$ cat src/rtl/perceptron_pkg.sv
// rtl/perceptron_pkg.sv - shared types, defaults and counter-width helper for the perceptron core
package perceptron_pkg;

    typedef enum logic [1:0] {
        IDLE = 2'd0,
        LOAD = 2'd1,
        WAIT = 2'd2,
        DONE = 2'd3
    } state_t;

    localparam int DATA_W_DEF  = 8;
    localparam int MAC_LAT_DEF = 3;

    // Width of a counter that must be able to hold the value n itself.
    function automatic int cnt_w(input int n);
        return (n < 1) ? 1 : $clog2(n + 1);
    endfunction

endpackage

$ cat src/rtl/mac_seq_ctrl.sv
// rtl/mac_seq_ctrl.sv - sequences one pipelined MAC through an N_INPUTS dot product with threshold fire
module mac_seq_ctrl
    import perceptron_pkg::*;
#(
    parameter int DATA_W   = DATA_W_DEF,
    parameter int N_INPUTS = 4,
    parameter int MAC_LAT  = MAC_LAT_DEF
) (
    input  logic              clk,
    input  logic              rst_n,
    input  logic              start,
    output logic              busy,
    input  logic              in_valid,
    output logic              in_ready,
    input  logic [DATA_W-1:0] in_x,
    input  logic [DATA_W-1:0] in_w,
    output logic [DATA_W-1:0] mac_x,
    output logic [DATA_W-1:0] mac_w,
    output logic [DATA_W-1:0] mac_prev,
    input  logic [DATA_W-1:0] mac_out,
    input  logic [DATA_W-1:0] threshold,
    output logic              result_valid,
    input  logic              result_ready,
    output logic [DATA_W-1:0] result,
    output logic              fire
);

    localparam int ECW = cnt_w(N_INPUTS);
    localparam int WCW = cnt_w(MAC_LAT);
    localparam logic [ECW-1:0] LAST_ELEM = ECW'(N_INPUTS - 1);
    localparam logic [WCW-1:0] CAPTURE   = WCW'(MAC_LAT);

    state_t         state;
    logic [ECW-1:0] elem_cnt;
    logic [WCW-1:0] wait_cnt;

    // Sequencer FSM; every output is a register updated on the state transition that changes it.
    always_ff @(posedge clk or negedge rst_n) begin
        if (!rst_n) begin
            state        <= IDLE;
            busy         <= 1'b0;
            in_ready     <= 1'b0;
            mac_x        <= '0;
            mac_w        <= '0;
            mac_prev     <= '0;
            result_valid <= 1'b0;
            result       <= '0;
            fire         <= 1'b0;
            elem_cnt     <= '0;
            wait_cnt     <= '0;
        end else begin
            case (state)
                IDLE: begin
                    if (start) begin
                        mac_prev <= '0;
                        elem_cnt <= '0;
                        busy     <= 1'b1;
                        in_ready <= 1'b1;
                        state    <= LOAD;
                    end
                end
                LOAD: begin
                    if (in_valid) begin
                        mac_x    <= in_x;
                        mac_w    <= in_w;
                        wait_cnt <= '0;
                        in_ready <= 1'b0;
                        state    <= WAIT;
                    end
                end
                WAIT: begin
                    if (wait_cnt == CAPTURE) begin
                        // Operands have been stable for the full MAC latency: mac_out is this element's sum.
                        mac_prev <= mac_out;
                        if (elem_cnt == LAST_ELEM) begin
                            result       <= mac_out;
                            fire         <= ($signed(mac_out) >= $signed(threshold));
                            result_valid <= 1'b1;
                            state        <= DONE;
                        end else begin
                            elem_cnt <= elem_cnt + 1'b1;
                            in_ready <= 1'b1;
                            state    <= LOAD;
                        end
                    end else begin
                        wait_cnt <= wait_cnt + 1'b1;
                    end
                end
                DONE: begin
                    // result and fire stay as the last completed product after hand-off.
                    if (result_ready) begin
                        result_valid <= 1'b0;
                        busy         <= 1'b0;
                        state        <= IDLE;
                    end
                end
                default: state <= IDLE;
            endcase
        end
    end

endmodule
$ cat config.mk
export PLATFORM = sky130hd
export DESIGN_NAME = mac_seq_ctrl
export DESIGN_NICKNAME = d
export VERILOG_FILES = /design/src/rtl/perceptron_pkg.sv /design/src/rtl/mac_seq_ctrl.sv
export SDC_FILE = /design/constraint.sdc
export NUM_CORES = 1
export LEC_CHECK = 0
export ABC_CLOCK_PERIOD_IN_PS = 2800
export CORE_MARGIN = 2
export CORE_UTILIZATION = 40
export DETAILED_ROUTE_END_ITERATION = 10
export GPL_ROUTABILITY_DRIVEN = 1
export GPL_TIMING_DRIVEN = 0
export PLACE_DENSITY = 0.73
export SKIP_LAST_GASP = 1
export SLEW_MARGIN = 5
export SYNTH_ARGS = -nofsm -noshare
export SYNTH_HDL_FRONTEND = slang
export SYNTH_SLANG_ARGS = --single-unit
$ cat constraint.sdc
create_clock -name clk -period 2.8 [get_ports clk]
set_input_delay 0.42 -clock clk [delete_from_list [all_inputs] [get_ports clk]]
set_output_delay 0.42 -clock clk [all_outputs]
set_load 0.05 [all_outputs]
==> summary.txt, run 1 <==
CTS
  – Clk sinks: 43
  – Clk_lat worst skew: 0.29 ns
  – CTS Root Cell: clkbuf_8
  – Resize count post-CTS: 0
  – H-tree depth: 2
  – Total CTS buffers: 5
  – Maximum buffer depth of the clock tree: 2
  – Worst-path clk slew: 0.08 ns
  – TritonCTS clock tree: yes

STA
  – Slew @ Worst Pin: 0.587 ns
  – Clk_skew: 0.0101 ns
  – Upper clock frequency limit: 521 MHz
  – Final hold vios: 0
  – Setup TNS: 0 ns
  – Slew Limit Fails: 0
  – Final setup fails: 0
  – Min cycle time layout: 1.92 ns
  – Final period util: 68.5%
  – Max_slew headroom: 60.7%
  – RSZ-0062 raised after global routing: false

Global routing
  – Antenna violations before repair: 0
  – First-pass GRT wire length: 7000 µm
  – Overflow after GRT: 0
  – Largest net degree at the start of global routing: 34
  – Total Routing Usage GR: 16.8%
  – Vias in the first global route: 1,446

Power and ir drop
  – Pwr dens: 1110 nW/µm²
  – Lkg Pwr: 1.35 nW
  – Peak supply drop: 0.583 mV

Floorplan
  – Die Width: 74.7 µm
  – Core area: 4790 µm²
  – Rows: 25
  – Die area: 5590 µm²
  – Die Height: 74.7 µm
  – IO Pins: 73
  – Starting Density: 41.8%

Finish
  – Area Overhead vs Synth: 47.1%
  – Fill count: 409
  – Final Net Count: 300
  – Share of cells above drive strength 1: 18.6%
  – Storage element area: 1080 µm²
  – Final Instance Area: 2940 µm²
  – Antenna Cells: 0
  – Area taken by multi-input logic gates: 837 µm²
  – Fin util: 61.5%

Critical path
  – Slowest stage delay, CP: 0.83 ns
  – CP top delay family: buffers and inverters
  – CP Buf/Inv Count: 1
  – Critical setup path kind: reg -> out
  – Worst EP arrival: 1.50 ns
  – Worst setup SP type: register
  – CP cell instances: clkdlybuf4s50_1
  – Crit Path Max Fanout: 3
  – Worst endpoint required time: 2.38 ns
  – Worst Setup End Kind: output port
  – Critical path's slowest cell: clkdlybuf4s50_1

Logic synthesis
  – Async set-reset flop share out of synthesis: 100%
  – Synth warnings: 0
  – Adder-Cell Fraction of Synth Area: 6.88%
  – Yosys reg bits: 43
  – Synth cell types: 31
  – Seq/Total Area, Yosys: 53.8%
  – Syn_area_per_cell: 11.7 µm²
  – Primary FF master, synth: dfrtp_1
  – Mapped Cells: 171
  – Synthesized area: 2000 µm²
  – Largest family of logic cells by synthesized area: multiplexers
  – Post-synth EDFFs: 0
  – Syn Nets: 219
  – Synth Area in Compound Gates: 7.69%
  – Post-synthesis xor/xnor area fraction: 0%
  – Post-synthesis mux area share: 14.6%
  – Simple logic cell fraction of the synthesized area: 12.7%

Status
  – Run status: completed

Detailed routing
  – Routed WL: 4390 µm
  – Via density: 4.71
  – Vias: 1,508
  – Final ANT Viol Nets: 0
  – Iter 0 DRT Violations: 58
  – Drc violations: 0
  – Drt first pass iters: 4
  – WL per Instance: 13.7 µm

Place
  – Routability Congestion: 0.766
  – HPWL after detailed placement: 3380 µm
  – Placed Area: 2820 µm²
  – IO Port Bufs: 72

Run
  – MaxCap Viol Count: 0

Worst hold path
  – HP Class: reg -> reg
## timing repair
item,CTS,global route
hold buffers,1,0
buffers inserted,0,0
hold endpoints to repair,10,0
## area by class of cell
type	instances	area share [%]
tap	67	2.85
sequential	43	36.5
clock inverter	3	1.49
inverter	12	1.53
multi-input combinational	109	28.4
timing repair buffer	74	25.3
buffer	7	1.49
clock buffer	5	2.34
## metrics by stage
step	setup slack (ns)	total power [mW]	cells	hold slack [ns]
after floorplan	1.13	2.19	171	0.124
after global placement	0.127	2.77	310	0.450
after detailed placement	0.565	2.80	311	0.314
after CTS	0.865	3.29	320	0.474
after global routing	0.654	3.43	320	0.510
final	0.882	3.26	320	0.472
## worst paths after layout
kind	start	to	slack, ns	cells after the start
max	busy	busy	0.88	1
min	mac_prev[7]	mac_prev[7]	0.47	2
max reg2reg	elem_cnt[0]	fire	0.89	7
min reg2reg	mac_prev[7]	mac_prev[7]	0.47	2
max in group asynchronous	rst_n	state[1]	1.80	3
min in group asynchronous	rst_n	mac_x[1]	0.53	2
## registers in the layout (all words and copies together) (netlist names)
name / cells
elem_cnt: 3
wait_cnt: 2
result: 8
in_ready: 1
result_valid: 1
mac_prev: 8
busy: 1
mac_w: 8
state: 2
mac_x: 8
fire: 1
## metal layers
layer  up-vias  global-route usage, %  wire length (µm)
li1        745                      -                 -
met4         0                   5.36                38
met5         -                      0                 0
met2        25                   27.7              2260
met3         4                   3.75               155
met1       734                   22.0              1940
## where the power goes
part / total [mW] / internal, mW / switching [mW]
sequential: 0.984 / 0.862 / 0.122
clock: 0.476 / 0.266 / 0.211
combinational: 1.80 / 0.661 / 1.14
## layout by cell type, fill, tap and decap left out, drive strengths merged
cell type and count:
a2111oi 1, a21o 2, a21oi 6, a22o 4, a31oi 1, and2 1
buf 9, bufinv 1, clkbuf 5, clkdlybuf4s50 71, clkinv 2, dfrtp 43
dlygate4sd3 1, ha 11, inv 12, mux2 25, mux2i 1, nand2 26
nand2b 1, nand3 10, nand4 2, nand4b 1, nor2 5, nor2b 1
nor3 1, o211ai 1, o21ai 6, o31ai 1, or2 1, or3 1
## logic make-up (layout without fill, tap and decap cells)
logic type      count (synthesis)  in the layout
fa+ha+maj                      11             11
mux                            26             26
flops                          43             43
compound gates                 22             22
simple gates                   50             50
buf+inv                        19            101
## cells in the mapped netlist (2+ instances only)
library cell | number | share of area, %
nor2_1 | 4 | 0.75
inv_1 | 11 | 2.1
o21ai_1 | 2 | 0.50
a22o_1 | 4 | 1.7
a21oi_1 | 6 | 1.5
buf_2 | 5 | 1.2
dfrtp_1 | 43 | 54
ha_1 | 11 | 6.9
nand2_1 | 26 | 4.9
nand4_1 | 2 | 0.62
nand3_1 | 9 | 2.2
mux2_2 | 25 | 14
a21o_1 | 2 | 0.75
o21ai_0 | 4 | 1.0
Power figures use the tool's default switching activity.
==> run 2, diff against run 1 <==
--- a/config.mk
+++ b/config.mk
@@ -5,7 +5,7 @@
 export SDC_FILE = /design/constraint.sdc
 export NUM_CORES = 1
 export LEC_CHECK = 0
-export ABC_CLOCK_PERIOD_IN_PS = 2800
+export ABC_CLOCK_PERIOD_IN_PS = 1900
 export CORE_MARGIN = 2
 export CORE_UTILIZATION = 40
 export DETAILED_ROUTE_END_ITERATION = 10
==> constraint.sdc (replaced) <==
create_clock -name clk -period 1.9 [get_ports clk]
set_input_delay 0.285 -clock clk [delete_from_list [all_inputs] [get_ports clk]]
set_output_delay 0.285 -clock clk [all_outputs]
set_load 0.05 [all_outputs]
==> run 2 against run 1 <==
  * Combinational power up 47%
  * Utilization about the same
  * Final cell count down 0.31%
  * Largest power group unchanged
  * Via count down 0.33%
  * Clock power up 47%
  * Clock skew about the same
  * Register-to-register slack worse by 0.72 ns
  * Global-route usage about the same
  * Die area unchanged
==> summary.txt, run 2 (synthesis gave the netlist of run 1 again) <==
Worst hold path
  – HP Class: in -> async

Finish
  – Commonest cells after routing, fill and taps aside: clkdlybuf4s50_1, dfrtp_1, nand2_1
  – Share of cells above drive strength 1: 18.7% (+0.074 points)
  – Area Overhead vs Synth: 47.1% (about the same)
  – Final Instance Count excl. Fillers: 319 (-0.31%)
  – Final Net Count: 299 (-0.33%)
  – Antenna Cells: 0 (unchanged)
  – Commonest non-fill, non-tap cell in the layout: clkdlybuf4s50_1
  – Fin util: 61.5% (about the same)

STA
  – Max_slew headroom: 60.2% (-0.55 points)
  – Slew @ Worst Pin: 0.595 ns (+0.00824 ns)
  – Upper clock frequency limit: 561 MHz
  – Slew Limit Fails: 0 (unchanged)
  – Final hold vios: 0 (unchanged)
  – Clk_skew: 0.0101 ns (+0.000000300 ns)
  – Final period util: 93.9%
  – Setup TNS: 0 ns (unchanged)
  – Min cycle time layout: 1.78 ns
  – RSZ-0062 raised after global routing: false
  – Final hold slack: 0.397 ns (-0.0742 ns)
  – Final setup fails: 0 (unchanged)

Critical path
  – CP cell instances: clkdlybuf4s50_1
  – Worst Setup End Kind: output port
  – Worst EP arrival: 1.50 ns (about the same)
  – Crit Path Max Fanout: 3 (unchanged)
  – Reg2reg start: elem_cnt[0]
  – FF-to-FF setup slack: 0.17 ns (-0.72 ns)
  – CP top delay family: buffers and inverters
  – CP Buf/Inv Count: 1 (unchanged)
  – Worst setup SP type: register
  – Slowest stage delay, CP: 0.83 ns (about the same)
  – Reg2reg end: fire
  – Worst endpoint required time: 1.62 ns (-0.76 ns)
  – Critical setup path kind: reg -> out
  – R2R cell count: 6 (-1)
  – Critical path's slowest cell: clkdlybuf4s50_1

Power and ir drop
  – Seq pwr share: 30.2% (about the same)
  – Lkg Pwr: 1.35 nW (-0.15%)
  – Peak supply drop: 0.859 mV (+47%)
  – Comb pwr share: 55.2% (about the same)
  – Total Power: 4.81 mW (+47%)
  – Pwr dens: 1630 nW/µm² (+47%)
  – Switch Pwr: 2.17 mW (+48%)
  – Internal power: 2.64 mW (+47%)
  – Clock network power share: 14.6% (about the same)
  – Sw frac: 45.2% (about the same)

Floorplan
  – Core area: 4790 µm² (unchanged)
  – Rows: 25 (unchanged)
  – Die area: 5590 µm² (unchanged)
  – Die Height: 74.7 µm (unchanged)
  – Starting Density: 41.8% (unchanged)
  – Die Width: 74.7 µm (unchanged)
  – IO Pins: 73 (unchanged)

CTS
  – CTS Root Cell: clkbuf_8
  – Total CTS buffers: 5 (unchanged)
  – Setup Buffers After CTS: 0 (unchanged)
  – H-tree depth: 2 (unchanged)
  – TritonCTS clock tree: yes
  – Maximum buffer depth of the clock tree: 2 (unchanged)
  – Clk sinks: 43 (unchanged)
  – Worst-path clk slew: 0.09 ns (about the same)
  – Clk_lat worst skew: 0.29 ns (about the same)

Global routing
  – Antenna violations before repair: 0 (unchanged)
  – Largest net degree at the start of global routing: 34 (unchanged)
  – Total Routing Usage GR: 16.8% (+0.028 points)
  – Vias in the first global route: 1,452 (+0.41%)
  – First-pass GRT wire length: 7010 µm (+0.20%)
  – Overflow after GRT: 0 (unchanged)

Detailed routing
  – Iter 0 DRT Violations: 69 (+19%)
  – Via density: 4.71 (about the same)
  – Drt first pass iters: 4 (unchanged)
  – WL per Instance: 13.8 µm (+0.36%)
  – Final ANT Viol Nets: 0 (unchanged)
  – Drc violations: 0 (unchanged)
  – Vias: 1,503 (-0.33%)
  – Routed WL: 4400 µm (about the same)

Place
  – Placed instance count: 311 (unchanged)
  – HPWL after detailed placement: 3380 µm (unchanged)
  – IO Port Bufs: 72 (unchanged)
  – Routability Congestion: 0.766 (unchanged)

Status
  – Run status: completed

Run
  – MaxCap Viol Count: 0 (unchanged)
==> run 2: how the worst max path moves through the flow <==
| stage | start | end | slack, ns | cells after the start |
|---|---|---|---|---|
| final | busy | busy | 0.12 | 1 |
| after floorplan | elem_cnt[0] | result[3] | 0.23 | 6 |
| after global placement | rst_n | mac_prev[4] | -0.64 | 1 |
| after detailed placement | mac_out[7] | fire | -0.20 | 6 |
| after CTS | elem_cnt[0] | fire | 0.01 | 7 |
| after global routing | elem_cnt[0] | fire | 0.04 | 6 |
==> run 2: power by group through the flow <==
stage	Combinational (mW)	Clock [mW]	Sequential (mW)
floorplan	0.732	0	2.50
global placement	2.63	0	1.45
detailed placement	2.66	0	1.47
CTS	2.68	0.721	1.45
global route	2.81	0.762	1.49
finish	2.65	0.702	1.45
==> run 2: routing by layer <==
layer	vias up	share of wire (%)	track usage, %
li1	743	-	-
met1	733	45	22.3
met2	23	51	27.5
met3	4	3.1	3.75
met4	0	0.86	5.36
met5	-	0	0
==> run 2: timing repair <==
| action | 4_1_cts | 5_1_grt |
|---|---|---|
| gates resized for setup | 1 | 1 |
| pin swaps | 0 | 0 |
| hold buffers | 1 | 0 |
| endpoints found under the setup margin | 1 | 5 |
| hold endpoints to repair | 10 | 0 |
==> run 2: final cells by class <==
| cell class | instances | area, µm² |
|---|---|---|
| Clock buffer | 5 | 68.8 |
| Buffer | 6 | 38.8 |
| Tap cell | 67 | 83.8 |
| Timing Repair Buffer | 74 | 746 |
| Inverter | 12 | 45.0 |
| Multi-Input combinational cell | 109 | 843 |
| Sequential cell | 43 | 1080 |
| Fill cell | 409 | 1840 |
| Clock inverter | 3 | 43.8 |
==> run 2: stage by stage <==
stage / setup slack [ns] / instance area, µm²
floorplan: 0.226 / 2000
global placement: -0.638 / 2810
detailed placement: -0.200 / 2820
CTS: 0.0100 / 2950
global route: 0.0404 / 2950
finish: 0.117 / 2950
==> run 3, diff against run 2 <==
--- a/config.mk
+++ b/config.mk
@@ -5,7 +5,6 @@
 export SDC_FILE = /design/constraint.sdc
 export NUM_CORES = 1
 export LEC_CHECK = 0
-export ABC_CLOCK_PERIOD_IN_PS = 1900
 export CORE_MARGIN = 2
 export CORE_UTILIZATION = 40
 export DETAILED_ROUTE_END_ITERATION = 10
==> results of run 3 <==
Final layout, timing and power as in run 2 (identical DEF).
